[config.mk]
export PLATFORM = sky130hd
export DESIGN_NAME = scs8hd_pgate_seq
export DESIGN_NICKNAME = d
export VERILOG_FILES = /design/src/rtl/scs8hd_pgate_seq.sv
export SDC_FILE = /design/constraint.sdc
export NUM_CORES = 1
export LEC_CHECK = 0
export CORE_MARGIN = 5
export CORE_UTILIZATION = 56
export DETAILED_ROUTE_END_ITERATION = 8
export PLACE_DENSITY = 0.78
export SLEW_MARGIN = 20
export SYNTH_ARGS = -nofsm -noshare
export SYNTH_HDL_FRONTEND = slang
export SYNTH_SLANG_ARGS = --single-unit
[constraint.sdc]
create_clock -name clk -period 3.3 [get_ports clk]
set_input_delay 0.66 -clock clk [delete_from_list [all_inputs] [get_ports clk]]
set_output_delay 0.66 -clock clk [all_outputs]
set_load 0.005 [all_outputs]
[src/rtl/scs8hd_pgate_seq.sv]
// Power-gating sequencer for one switchable scs8hd domain: ramps the header
// switches stage by stage, then sequences domain reset, retention and isolation.
module scs8hd_pgate_seq #(
  parameter int NSTG    = 4,
  parameter int STG_DLY = 8,
  parameter int RST_DLY = 4,
  parameter int ISO_DLY = 2
) (
  input  logic            clk,
  input  logic            reset,
  input  logic            pwr_req,
  output logic            pwr_ack,
  output logic [NSTG-1:0] sw_en,
  output logic            iso_en,
  output logic            dom_reset,
  output logic            ret_restore,
  output logic            ret_save,
  output logic            busy
);

  localparam int UP_CYC  = NSTG * STG_DLY;
  localparam int MAX_A   = (UP_CYC > RST_DLY) ? UP_CYC : RST_DLY;
  localparam int MAX_DLY = (MAX_A > ISO_DLY) ? MAX_A : ISO_DLY;
  localparam int CW      = $clog2(MAX_DLY + 1);
  localparam int IW      = (NSTG > 1) ? $clog2(NSTG) : 1;

  localparam logic [CW-1:0]   CNT_ZERO = CW'(0);
  localparam logic [CW-1:0]   CNT_ONE  = CW'(1);
  localparam logic [CW-1:0]   STG_LD   = CW'(STG_DLY - 1);
  localparam logic [CW-1:0]   RST_LD   = CW'(RST_DLY - 1);
  localparam logic [CW-1:0]   ISO_LD   = CW'(ISO_DLY - 1);
  localparam logic [IW-1:0]   IDX_ZERO = IW'(0);
  localparam logic [IW-1:0]   IDX_ONE  = IW'(1);
  localparam logic [IW-1:0]   IDX_TOP  = IW'(NSTG - 1);
  localparam logic [NSTG-1:0] SW_NONE  = NSTG'(0);
  localparam logic [NSTG-1:0] SW_ONE   = NSTG'(1);

  typedef enum logic [3:0] {
    S_OFF     = 4'd0,
    S_UP      = 4'd1,
    S_RST     = 4'd2,
    S_RESTORE = 4'd3,
    S_UNISO   = 4'd4,
    S_ON      = 4'd5,
    S_ISO     = 4'd6,
    S_SAVE    = 4'd7,
    S_DOWN    = 4'd8
  } state_t;

  state_t          state_r, state_s;
  logic [CW-1:0]   cnt_r, cnt_s;
  logic [IW-1:0]   idx_r, idx_s;
  logic [NSTG-1:0] sw_en_r, sw_en_s;
  logic            iso_en_r, iso_en_s;
  logic            dom_reset_r, dom_reset_s;
  logic            ret_restore_r, ret_restore_s;
  logic            ret_save_r, ret_save_s;
  logic            pwr_ack_r, pwr_ack_s;
  logic            busy_r, busy_s;
  logic            cnt_done_s;
  logic [CW-1:0]   cnt_dec_s;

  assign cnt_done_s = (cnt_r == CNT_ZERO);
  assign cnt_dec_s  = cnt_r - CNT_ONE;

  // Next-state and next-output decode; outputs are computed one edge ahead
  // so every port comes straight from a flop.
  always_comb begin
    state_s       = state_r;
    cnt_s         = cnt_r;
    idx_s         = idx_r;
    sw_en_s       = sw_en_r;
    iso_en_s      = iso_en_r;
    dom_reset_s   = dom_reset_r;
    ret_restore_s = 1'b0;
    ret_save_s    = 1'b0;
    pwr_ack_s     = pwr_ack_r;
    case (state_r)
      S_OFF: begin
        if (pwr_req) begin
          state_s = S_UP;
          sw_en_s = SW_ONE;
          idx_s   = IDX_ZERO;
          cnt_s   = STG_LD;
        end else begin
          sw_en_s = SW_NONE;
        end
      end
      S_UP: begin
        // Counter times one stage; the index tracks which stage is settling.
        if (cnt_done_s) begin
          if (idx_r == IDX_TOP) begin
            state_s = S_RST;
            cnt_s   = RST_LD;
          end else begin
            idx_s   = idx_r + IDX_ONE;
            cnt_s   = STG_LD;
            sw_en_s = (sw_en_r << 1'b1) | SW_ONE;
          end
        end else begin
          cnt_s = cnt_dec_s;
        end
      end
      S_RST: begin
        if (cnt_done_s) begin
          state_s       = S_RESTORE;
          dom_reset_s   = 1'b0;
          ret_restore_s = 1'b1;
        end else begin
          cnt_s = cnt_dec_s;
        end
      end
      S_RESTORE: begin
        state_s = S_UNISO;
        cnt_s   = ISO_LD;
      end
      S_UNISO: begin
        if (cnt_done_s) begin
          state_s   = S_ON;
          iso_en_s  = 1'b0;
          pwr_ack_s = 1'b1;
        end else begin
          cnt_s = cnt_dec_s;
        end
      end
      S_ON: begin
        if (!pwr_req) begin
          state_s   = S_ISO;
          pwr_ack_s = 1'b0;
          iso_en_s  = 1'b1;
          cnt_s     = ISO_LD;
        end else begin
          pwr_ack_s = 1'b1;
        end
      end
      S_ISO: begin
        if (cnt_done_s) begin
          state_s    = S_SAVE;
          ret_save_s = 1'b1;
        end else begin
          cnt_s = cnt_dec_s;
        end
      end
      S_SAVE: begin
        state_s     = S_DOWN;
        dom_reset_s = 1'b1;
        sw_en_s     = sw_en_r >> 1'b1;
        idx_s       = IDX_TOP;
        cnt_s       = STG_LD;
      end
      S_DOWN: begin
        // Top stage already dropped on entry; bit 0 is the last to go.
        if (cnt_done_s) begin
          if (idx_r == IDX_ZERO) begin
            state_s = S_OFF;
          end else begin
            idx_s   = idx_r - IDX_ONE;
            cnt_s   = STG_LD;
            sw_en_s = sw_en_r >> 1'b1;
          end
        end else begin
          cnt_s = cnt_dec_s;
        end
      end
      default: begin
        state_s     = S_OFF;
        cnt_s       = CNT_ZERO;
        idx_s       = IDX_ZERO;
        sw_en_s     = SW_NONE;
        iso_en_s    = 1'b1;
        dom_reset_s = 1'b1;
        pwr_ack_s   = 1'b0;
      end
    endcase
    busy_s = (state_s != S_OFF) && (state_s != S_ON);
  end

  // State, counter and output registers; reset forces the safe OFF values.
  always_ff @(posedge clk or posedge reset) begin
    if (reset) begin
      state_r       <= S_OFF;
      cnt_r         <= CNT_ZERO;
      idx_r         <= IDX_ZERO;
      sw_en_r       <= SW_NONE;
      iso_en_r      <= 1'b1;
      dom_reset_r   <= 1'b1;
      ret_restore_r <= 1'b0;
      ret_save_r    <= 1'b0;
      pwr_ack_r     <= 1'b0;
      busy_r        <= 1'b0;
    end else begin
      state_r       <= state_s;
      cnt_r         <= cnt_s;
      idx_r         <= idx_s;
      sw_en_r       <= sw_en_s;
      iso_en_r      <= iso_en_s;
      dom_reset_r   <= dom_reset_s;
      ret_restore_r <= ret_restore_s;
      ret_save_r    <= ret_save_s;
      pwr_ack_r     <= pwr_ack_s;
      busy_r        <= busy_s;
    end
  end

  assign sw_en       = sw_en_r;
  assign iso_en      = iso_en_r;
  assign dom_reset   = dom_reset_r;
  assign ret_restore = ret_restore_r;
  assign ret_save    = ret_save_r;
  assign pwr_ack     = pwr_ack_r;
  assign busy        = busy_r;

endmodule

==> metrics.yaml <==
switching_share_pct: 44.3
irDropWorstVdd_mv: 0.671
coreArea_um2: 2450
path_clk_slew_ps: 130
worstHoldPathType: "reg2reg"
setup_ws_ps: 435
combPwrFrac_pct: 53.7
post-route-util_pct: 64.9
syn_to_final_growth_pct: 12.0
leakage_nw: 0.675
cap_viol_max_count: 0
fin_nets: 184
portBuffers: 12
yosysTopAreaCell: "dfrtp_1"
grt.busiest_layer: "met2"
drcViolationCount: 0
cts_max_path_buffers: 2
hold_viol_final: 0
vias_per_cell: 6.37
maxSlewHeadroom_pct: 45.2
setup_tns_ps: 0
dpl.hpwl_mm: 2.35
grt_pass1_vias: 1242
cts_tree: "yes"
syn_area_per_cell_um2: 8.13
use_met1_pct: 25.0
ys_seq_area_share_pct: 38.9
r2r_start: "cnt_r[0]"
worstMarginPinSlew_ps: 810
syn_nets: 179
synth_edf_count: 0
synth_area_um2: 1420
slowest_stage: "or4b_4"
intPower_w: 0.000922
nFillCells: 216
worstSetupStartpointType: "register"
worstPathRequired_ps: 3510
grt_max_degree: 28
synthArstFlopShare_pct: 100
gr-total-overflow: 0
fmax_mhz: 349
antenna_cells: 0
drt-total-wl_mm: 3.35
ctsHoldBuffers: 0
vias: 1332
cts_resized: 0
synthFlopType: "dfrtp_1"
htree_num_levels: 1
criticalPathCategory: "reg2reg"
arrival_ps: 3070
cts_sinks: 22
critPathLaunch: "cnt_r[0]"
setup-violations-final: 0
power_density_nw_per_um2: 1040
ys_types: 48
pin_count: 13
tritoncts.num_buffers: 3
end_kind: "register"
period_minus_slack_ps: 2860
wire_per_inst_um: 16.0
synthCells: 175
fin_crit_sh_pct: 86.8
hp-start: "iso_en"
use_met3_pct: 3.62
final_common_cell: "dfrtp_1"
grt_util_met2_pct: 33.0
drtIter0Drc: 63
skew_ps: 6.41
drive_gt1_share_pct: 8.38
clockPowerShare_pct: 12.5
crit_path_max_incr_delay_ps: 500
rsz0062_at_grt: "no"
start_util_pct: 58.0
row_count: 18
die_h_um: 60.4
final_cell_mix: "20 x dfrtp_1, 18 x a21oi_1, 18 x nand2_1, 16 x o21ai_0"
slew_viol_final: 0
die_x_um: 60.4
grtUsageTotal_pct: 20.0
cp_cell_sequence: "inv_1 > ha_1 > or4b_4 > or2_1 > a221o_1 > or2_4 > mux2_4"
synth_area_leaders: "dfrtp_1 35%, a21oi_1 6.3%, o21ai_0 5.6%"
power.switching_w: 0.000734
place_congestion: 0.873
firstDrtPassIters: 4
ant_nets: 0
crit_fanout: 11
cts-root-buf: "clkbuf_4"
antenna_found_initial: 0
dp_slack_ps: 483
dieArea_um2: 3650
status: "complete, no violations"
yosysTopAreaCellShare_pct: 35.2
grt_pass1_wl_mm: 5.55
post_cts_buffers: 0
synth-seq-cells: 22
seq_power_share_pct: 33.8
clk_latency_ps: 310
ys.warnings.count: 0
==> metal layers <==
| layer | wire (µm) | part of all wire (%) |
|---|---|---|
| met1 | 1460 | 44 |
| met2 | 1590 | 48 |
| met3 | 195 | 5.8 |
| met4 | 97 | 2.9 |
| met5 | 0 | 0 |
==> sequential cells by signal, indices dropped and copies added (netlist names), 2 cells and up <==
signal and cells:
idx_r 2, sw_en 4, state_r 4, cnt_r 6
==> through the flow <==
step	hold slack [ps]	total power (W)	cells	cell area, µm²
floorplan	487	0.00119	175	1420
global placement	500	0.00141	205	1540
detailed placement	498	0.00144	205	1540
CTS	521	0.00165	209	1590
global route	561	0.00179	209	1590
finish	516	0.00166	209	1590
==> critical path: cells and delay by family (launching register included) <==
kind / cells / cell delay, ps
buf+inv: 1 / 110
simple gates: 3 / 1160
flops: 1 / 460
compound gates: 1 / 490
mux: 1 / 290
fa+ha+maj: 1 / 250
==> cell type report <==
class / count / area [µm²] / area share, %
multi-input cells: 131 / 786 / 49.3
clock inverters: 1 / 30.0 / 1.88
flip-flops and latches: 22 / 553 / 34.7
repair buffers: 14 / 135 / 8.48
inverters: 8 / 30.0 / 1.88
well taps: 30 / 37.5 / 2.35
clock buffers: 3 / 22.5 / 1.41
==> worst paths after layout <==
check / endpoint / slack [ps] / depth (start not counted)
worst max register to register: idx_r[1] / 440 / 7
worst min-delay path: iso_en / 520 / 2
worst min register to register: iso_en / 520 / 2
worst max-delay path: idx_r[1] / 440 / 7
min in group asynchronous: idx_r[0] / 790 / 2
max in group asynchronous: state_r[1] / 2000 / 2
==> power by group through the flow <==
stage	Clock [W]	Combinational, W	Sequential [W]
2_1_floorplan	0	0.000740	0.000452
3_3_place_gp	0	0.000860	0.000551
3_5_place_dp	0	0.000879	0.000560
4_1_cts	0.000213	0.000886	0.000554
5_1_grt	0.000223	0.000987	0.000580
6_report	0.000207	0.000890	0.000560
==> Yosys cell counts, types with 2 or more instances <==
| cell | instances |
|---|---|
| o211ai_1 | 4 |
| or2_2 | 2 |
| nand3_1 | 7 |
| o22ai_1 | 2 |
| mux2_4 | 2 |
| or4_1 | 3 |
| a21oi_1 | 18 |
| buf_1 | 2 |
| xor2_1 | 2 |
| a22oi_1 | 2 |
| nor2_1 | 12 |
| dfrtp_1 | 20 |
| nand2b_1 | 3 |
| a31oi_1 | 2 |
| nor4_1 | 4 |
| inv_1 | 8 |
| nor3_1 | 5 |
| nand2_1 | 18 |
| o31ai_1 | 2 |
| a211o_1 | 2 |
| o21ai_0 | 16 |
| or3_1 | 2 |
| clkbuf_1 | 11 |
| dfstp_2 | 2 |
==> cell families after synthesis <==
| kind of cell | count (synthesis) | share of synthesized area [%] |
|---|---|---|
| simple gates | 66 | 24.2 |
| compound gates | 58 | 25.5 |
| buf+inv | 22 | 5.89 |
| flops | 22 | 38.9 |
| xor+xnor | 3 | 1.85 |
| mux | 3 | 2.81 |
| fa+ha+maj | 1 | 0.879 |
Note: power is estimated with default switching activity, not from simulation.
